<file path="src/rtl/drive_bank_sequencer.sv">
// -----------------------------------------------------------------------------
// drive_bank_sequencer
//
// Sequences the per-slice enables of a bank of parallel buffer drivers that
// share one output net. It switches slices on or off one at a time, with a
// programmable interval between toggles, so that inrush current and supply
// droop stay limited. It ramps up on req_on and down on req_off. ack pulses
// for one cycle when a ramp completes.
//
// Ports
//   clk          : single clock, all state changes on its rising edge
//   reset        : synchronous, active-high reset
//   req_on       : level request to ramp the bank up
//   req_off      : level request to ramp the bank down
//   step_cycles  : cycles between successive slice toggles (0 acts as 1)
//   bank_en      : thermometer-coded slice enables; bit 0 is the first on and
//                  the last off
//   busy         : high while ramping up or down
//   ack          : one-cycle pulse on the edge a ramp completes
//   state        : OFF=0, RAMP_UP=1, ON=2, RAMP_DOWN=3
// -----------------------------------------------------------------------------
module drive_bank_sequencer #(
    parameter int NBANKS = 8,
    parameter int CNT_W  = 8
) (
    input  logic              clk,
    input  logic              reset,
    input  logic              req_on,
    input  logic              req_off,
    input  logic [CNT_W-1:0]  step_cycles,
    output logic [NBANKS-1:0] bank_en,
    output logic              busy,
    output logic              ack,
    output logic [1:0]        state
);

    typedef enum logic [1:0] {
        ST_OFF       = 2'd0,
        ST_RAMP_UP   = 2'd1,
        ST_ON        = 2'd2,
        ST_RAMP_DOWN = 2'd3
    } state_t;

    localparam logic [NBANKS-1:0] BANK_ZERO = {NBANKS{1'b0}};
    localparam logic [NBANKS-1:0] BANK_ALL  = {NBANKS{1'b1}};
    localparam logic [NBANKS-1:0] BANK_LSB  = NBANKS'(1);
    localparam logic [CNT_W-1:0]  TMR_ZERO  = {CNT_W{1'b0}};
    localparam logic [CNT_W-1:0]  TMR_ONE   = CNT_W'(1);

    // Add one more enabled slice on top of a thermometer code. Written as a
    // shift-and-or so that it also holds for a single-slice bank.
    function automatic logic [NBANKS-1:0] shift_up(input logic [NBANKS-1:0] v);
        return (v << 1'b1) | BANK_LSB;
    endfunction

    // Drop the topmost enabled slice of a thermometer code.
    function automatic logic [NBANKS-1:0] shift_down(input logic [NBANKS-1:0] v);
        return v >> 1'b1;
    endfunction

    state_t              state_r;
    state_t              state_nxt_s;
    logic [NBANKS-1:0]   bank_r;
    logic [NBANKS-1:0]   bank_nxt_s;
    logic [CNT_W-1:0]    timer_r;
    logic [CNT_W-1:0]    timer_nxt_s;
    logic                ack_r;
    logic                ack_nxt_s;
    logic                busy_r;

    logic                on_only_s;
    logic                off_only_s;
    logic [CNT_W-1:0]    step_val_s;
    logic [NBANKS-1:0]   up_bank_s;
    logic [NBANKS-1:0]   down_bank_s;
    logic                timer_exp_s;

    // Both requests together are a no-op, so only a lone request acts.
    assign on_only_s   = req_on & ~req_off;
    assign off_only_s  = req_off & ~req_on;
    // The interval is sampled at every reload, never latched per ramp.
    assign step_val_s  = (step_cycles == TMR_ZERO) ? TMR_ONE : step_cycles;
    assign up_bank_s   = shift_up(bank_r);
    assign down_bank_s = shift_down(bank_r);
    // A timer of 0 inside a ramp is unreachable. It is treated as expired so
    // that the counter can never wrap around.
    assign timer_exp_s = (timer_r <= TMR_ONE);

    // Next-state, next-enable, timer and ack decode.
    always_comb begin
        state_nxt_s = state_r;
        bank_nxt_s  = bank_r;
        timer_nxt_s = timer_r;
        ack_nxt_s   = 1'b0;
        case (state_r)
            ST_OFF: begin
                timer_nxt_s = TMR_ZERO;
                if (on_only_s) begin
                    bank_nxt_s = up_bank_s;
                    // A single-slice bank is full after its first step.
                    if (up_bank_s == BANK_ALL) begin
                        state_nxt_s = ST_ON;
                        ack_nxt_s   = 1'b1;
                    end else begin
                        state_nxt_s = ST_RAMP_UP;
                        timer_nxt_s = step_val_s;
                    end
                end else begin
                    bank_nxt_s = bank_r;
                end
            end
            ST_RAMP_UP: begin
                if (off_only_s) begin
                    // A reversal takes priority over a same-edge expiry.
                    bank_nxt_s = down_bank_s;
                    if (down_bank_s == BANK_ZERO) begin
                        state_nxt_s = ST_OFF;
                        timer_nxt_s = TMR_ZERO;
                        ack_nxt_s   = 1'b1;
                    end else begin
                        state_nxt_s = ST_RAMP_DOWN;
                        timer_nxt_s = step_val_s;
                    end
                end else if (timer_exp_s) begin
                    bank_nxt_s = up_bank_s;
                    if (up_bank_s == BANK_ALL) begin
                        state_nxt_s = ST_ON;
                        timer_nxt_s = TMR_ZERO;
                        ack_nxt_s   = 1'b1;
                    end else begin
                        timer_nxt_s = step_val_s;
                    end
                end else begin
                    timer_nxt_s = timer_r - TMR_ONE;
                end
            end
            ST_ON: begin
                timer_nxt_s = TMR_ZERO;
                if (off_only_s) begin
                    bank_nxt_s = down_bank_s;
                    if (down_bank_s == BANK_ZERO) begin
                        state_nxt_s = ST_OFF;
                        ack_nxt_s   = 1'b1;
                    end else begin
                        state_nxt_s = ST_RAMP_DOWN;
                        timer_nxt_s = step_val_s;
                    end
                end else begin
                    bank_nxt_s = bank_r;
                end
            end
            ST_RAMP_DOWN: begin
                if (on_only_s) begin
                    bank_nxt_s = up_bank_s;
                    if (up_bank_s == BANK_ALL) begin
                        state_nxt_s = ST_ON;
                        timer_nxt_s = TMR_ZERO;
                        ack_nxt_s   = 1'b1;
                    end else begin
                        state_nxt_s = ST_RAMP_UP;
                        timer_nxt_s = step_val_s;
                    end
                end else if (timer_exp_s) begin
                    bank_nxt_s = down_bank_s;
                    if (down_bank_s == BANK_ZERO) begin
                        state_nxt_s = ST_OFF;
                        timer_nxt_s = TMR_ZERO;
                        ack_nxt_s   = 1'b1;
                    end else begin
                        timer_nxt_s = step_val_s;
                    end
                end else begin
                    timer_nxt_s = timer_r - TMR_ONE;
                end
            end
            default: begin
                state_nxt_s = ST_OFF;
                bank_nxt_s  = BANK_ZERO;
                timer_nxt_s = TMR_ZERO;
                ack_nxt_s   = 1'b0;
            end
        endcase
    end

    // State, enable, timer and output registers. Reset drops every slice at
    // once with no staged shutdown.
    always_ff @(posedge clk) begin
        if (reset) begin
            state_r <= ST_OFF;
            bank_r  <= BANK_ZERO;
            timer_r <= TMR_ZERO;
            ack_r   <= 1'b0;
            busy_r  <= 1'b0;
        end else begin
            state_r <= state_nxt_s;
            bank_r  <= bank_nxt_s;
            timer_r <= timer_nxt_s;
            ack_r   <= ack_nxt_s;
            // busy is decoded from the next state so that it lines up with
            // the registered state output.
            busy_r  <= (state_nxt_s == ST_RAMP_UP) || (state_nxt_s == ST_RAMP_DOWN);
        end
    end

    assign bank_en = bank_r;
    assign busy    = busy_r;
    assign ack     = ack_r;
    assign state   = state_r;

endmodule

</file>
<file path="config.mk">
export PLATFORM = sky130hd
export DESIGN_NAME = drive_bank_sequencer
export DESIGN_NICKNAME = d
export VERILOG_FILES = /design/src/rtl/drive_bank_sequencer.sv
export SDC_FILE = /design/constraint.sdc
export NUM_CORES = 1
export LEC_CHECK = 0
export BUFFER_PORTS_ARGS = -buffer_cell sky130_fd_sc_hd__buf_2
export CORE_ASPECT_RATIO = 0.5
export CORE_MARGIN = 10
export CORE_UTILIZATION = 45
export CTS_BUF_LIST = sky130_fd_sc_hd__clkbuf_8
export DETAILED_ROUTE_END_ITERATION = 10
export PLACE_DENSITY_LB_ADDON = 0.25
export SLEW_MARGIN = 20
export SYNTH_ARGS = -nofsm -noshare
export SYNTH_HDL_FRONTEND = slang
export SYNTH_SLANG_ARGS = --single-unit
export TNS_END_PERCENT = 1
</file>
<file path="constraint.sdc">
create_clock -name clk -period 4.35 [get_ports clk]
set_input_delay 0.2175 -clock clk [delete_from_list [all_inputs] [get_ports clk]]
set_output_delay 0.2175 -clock clk [all_outputs]
set_load 0.005 [all_outputs]
</file>
==> run_results.csv <==
group,metric,value,unit
outcome,status,"finished, final reports clean",
worst_hold_path,hold_depth,3,
sta,setup_viol,0,
grt,grt_usage,11.61,%
placement,dpl.hpwl,2313,um
clocking,cts_buffers,3,
floorplanning,coreArea,2651,sq um
critical_path,r2r_slack,2.07,ns
routing,route.met3.wl,291,um
routing,via_count,1214,
cells_and_area,area_growth,12.77,%
clocking,cts_setup_buffers,0,
synth,synth_area_per_cell,8.218,sq um
sta,hold_viol,0,
sta,rsz0062_at_grt,"no",
critical_path,crit_buf_inv,0,
sta,finalCriticalPeriod,2.277,ns
sta,slew_viol_final,0,
critical_path,arrival,2.46,ns
run,drv_cap,0,
synth,ys.flop_type,"dfxtp_1",
synth,synth_edf_count,0,
cells_and_area,diodes,0,
clocking,cts_resized,0,
floorplanning,dieHeight,57.62,um
critical_path,crit_type,"register to register",
placement,place_congestion,0.7979,
grt,grt_max_degree,24,
sta,relSlewSlack,36.53,%
routing,drc,0,
grt,grt_pass1_vias,1108,
floorplanning,rows,13,
clocking,cts-htree-levels,1,
sta,period_share,52.35,%
routing,top_layer_used,"met4",
routing,drt_iter0_markers,104,
synth,synth_cells,155,
critical_path,r2r-end,"bank_en[1]",
critical_path,cp-start-kind,"register",
clocking,cts-root-buf,"clkbuf_8",
power_and_ir_drop,p_leak,0.6138,nW
critical_path,slowest_delay,0.71,ns
synth,synth_warnings,0,
routing,wire_per_inst,15.05,um
grt,grt_pass1_wl,5230,um
critical_path,crit_chain,"nor4b_1 -> or4_1 -> a21oi_1 -> a311oi_1 -> a211oi_1",
floorplanning,initial_core_util,48.04,%
clocking,ctsHoldBuffers,0,
clocking,clock_latency,0.26,ns
critical_path,reg2reg_depth,5,
cells_and_area,nets,187,
routing,routed_wl,3145,um
routing,route.met2.wl,1351,um
critical_path,worstPathMaxFanout,23,
critical_path,endpoint_kind,"register",
clocking,clkTransAtPathRegs,0.07,ns
power_and_ir_drop,power,0.7039,mW
grt,antenna_found_initial,0,
routing,viasPerCell,5.809,
worst_hold_path,whs_endpoint,"timer_r[3]",
floorplanning,die_w,95.24,um
floorplanning,dieArea,5488,sq um
sta,worst_pin_slew,0.9520,ns
sta,fmax,439.1,MHz
cells_and_area,drive_gt1_share,21.51,%
synth,yosys_register_bits,19,
placement,io_buffers,23,
sta,skew,0.001508,ns
worst_hold_path,hold_start,"step_cycles[3]",
routing,first_pass_iters,4,
clocking,clock-sinks,19,
synth,ys_seq_area_share,29.86,%
sta,fin_tns_setup,0,ns
floorplanning,ioPinCount,24,
synth,syn_nets,169,
clocking,clk_path_buf_depth,2,
clocking,tritoncts,"built",
grt,overflow,0,
synth,async_reset_ff_share,0,%
synth,syn_area,1274,sq um
critical_path,critPathSlowestCell,"dfxtp_1",
power_and_ir_drop,power_density,490.0,nW/um^2
routing,final_antenna_net_count,0,
routing,wl_met1,1471,um
synth,ys_types,49,
power_and_ir_drop,vdd_drop_max,0.0002318,V
worst_hold_path,min_path_type,"primary input to register",
critical_path,crit_family,"compound AO/OA/AOI/OAI gates",
critical_path,worst_ep_required_time,4.53,ns
[power breakdown]
part           switching [mW]  internal [mW]
Sequential             0.0516          0.207
Combinational           0.176          0.145
Clock                  0.0611         0.0629
[layout make-up]
| cell class | instances | area, sq um |
|---|---|---|
| Sequential cell | 19 | 380.4 |
| Timing Repair Buffer | 23 | 115.1 |
| Clock inverter | 1 | 3.754 |
| Clock buffer | 3 | 41.29 |
| Fill cell | 263 | 1215 |
| Tap cell | 37 | 46.29 |
| Multi-Input combinational cell | 112 | 797.0 |
| Inverter | 14 | 52.55 |
[Yosys cell counts (2+ instances only)]
| cell type | n | area [sq um] |
|---|---|---|
| dfxtp_1 | 19 | 380.4 |
| inv_1 | 13 | 48.80 |
| nor2_1 | 13 | 48.80 |
| nor3_1 | 9 | 45.04 |
| nor2b_1 | 8 | 50.05 |
| a311oi_1 | 7 | 61.31 |
| clkbuf_1 | 6 | 22.52 |
| a21oi_1 | 5 | 25.02 |
| o22ai_1 | 5 | 31.28 |
| o22ai_2 | 5 | 62.56 |
| xnor2_1 | 5 | 43.79 |
| a31oi_1 | 4 | 25.02 |
| nand2_1 | 4 | 15.01 |
| nor4_1 | 3 | 18.77 |
| or4_1 | 3 | 22.52 |
| a211oi_1 | 2 | 15.01 |
| and2_1 | 2 | 12.51 |
| buf_2 | 2 | 10.01 |
| ha_1 | 2 | 25.02 |
| nand2b_1 | 2 | 12.51 |
| nand3_1 | 2 | 10.01 |
| nand4_1 | 2 | 12.51 |
| nor4b_1 | 2 | 17.52 |
| nor4bb_1 | 2 | 20.02 |
| o21ai_1 | 2 | 10.01 |
| or2_2 | 2 | 12.51 |
| or3_1 | 2 | 12.51 |
[how the worst max path moves through the flow]
stage / cells past startpoint / slack [ns] / end
2_1_floorplan: 5 / 2.38 / timer_r[2]
3_3_place_gp: 5 / 2.20 / bank_en[1]
3_5_place_dp: 5 / 2.12 / bank_en[1]
4_1_cts: 5 / 2.11 / bank_en[1]
5_1_grt: 5 / 1.86 / bank_en[1]
6_report: 5 / 2.07 / bank_en[1]
[logic make-up (layout without fill, tap and decap cells)]
logic type | Yosys count | after routing | share of synthesized area, %
xor+xnor | 6 | 6 | 4.126
simple gates | 62 | 62 | 29.37
fa+ha+maj | 2 | 2 | 1.964
mux | 1 | 1 | 0.7859
flops | 19 | 19 | 29.86
buf+inv | 24 | 41 | 7.564
compound gates | 41 | 41 | 26.33
[per-stage QoR]
step                hold WS, ns  cell area [sq um]  utilization [%]  cells  worst slack, ns
finish                   0.2019               1436            54.18    209            2.073
global placement         0.4645               1391            52.48    205            2.200
CTS                      0.2040               1436            54.18    209            2.111
floorplan                0.2962               1274                -    155            2.378
global route             0.2163               1436            54.18    209            1.862
detailed placement       0.4731               1391            52.48    205            2.118
[metal layers]
| metal | GRT usage (%) | vias up |
|---|---|---|
| met4 | 4.237 | 0 |
| met1 | 14.71 | 564 |
| met2 | 16.43 | 37 |
| li1 | - | 608 |
| met5 | 0 | - |
| met3 | 5.905 | 5 |
[worst register-to-register path, delay by kind of cell, from the launching register on]
family / cells / cell delay (ns)
flip-flops: 1 / 0.71
AND/OR/NAND/NOR: 2 / 0.73
AO/OA/AOI/OAI: 3 / 0.76
[sequential cells by signal, indices dropped and copies added, names as in the netlist, named ones only]
name / cells
ack: 1
bank_en: 8
state: 1
timer_r: 8
[cell usage in the layout (no fill, tap or decap), types with 3 or more instances in the layout]
cell / netlist / routed
nor3_1: 9 / 9
nand2_1: 4 / 4
nor4_1: 3 / 3
inv_1: 13 / 14
buf_2: 2 / 23
xnor2_1: 5 / 5
o22ai_2: 5 / 5
a21oi_1: 5 / 5
a311oi_1: 7 / 7
nor2b_1: 8 / 8
or4_1: 3 / 3
nor2_1: 13 / 13
dfxtp_1: 19 / 19
a31oi_1: 4 / 4
clkbuf_8: 0 / 3
o22ai_1: 5 / 5
No activity file was read; power rests on OpenSTA's default activity.
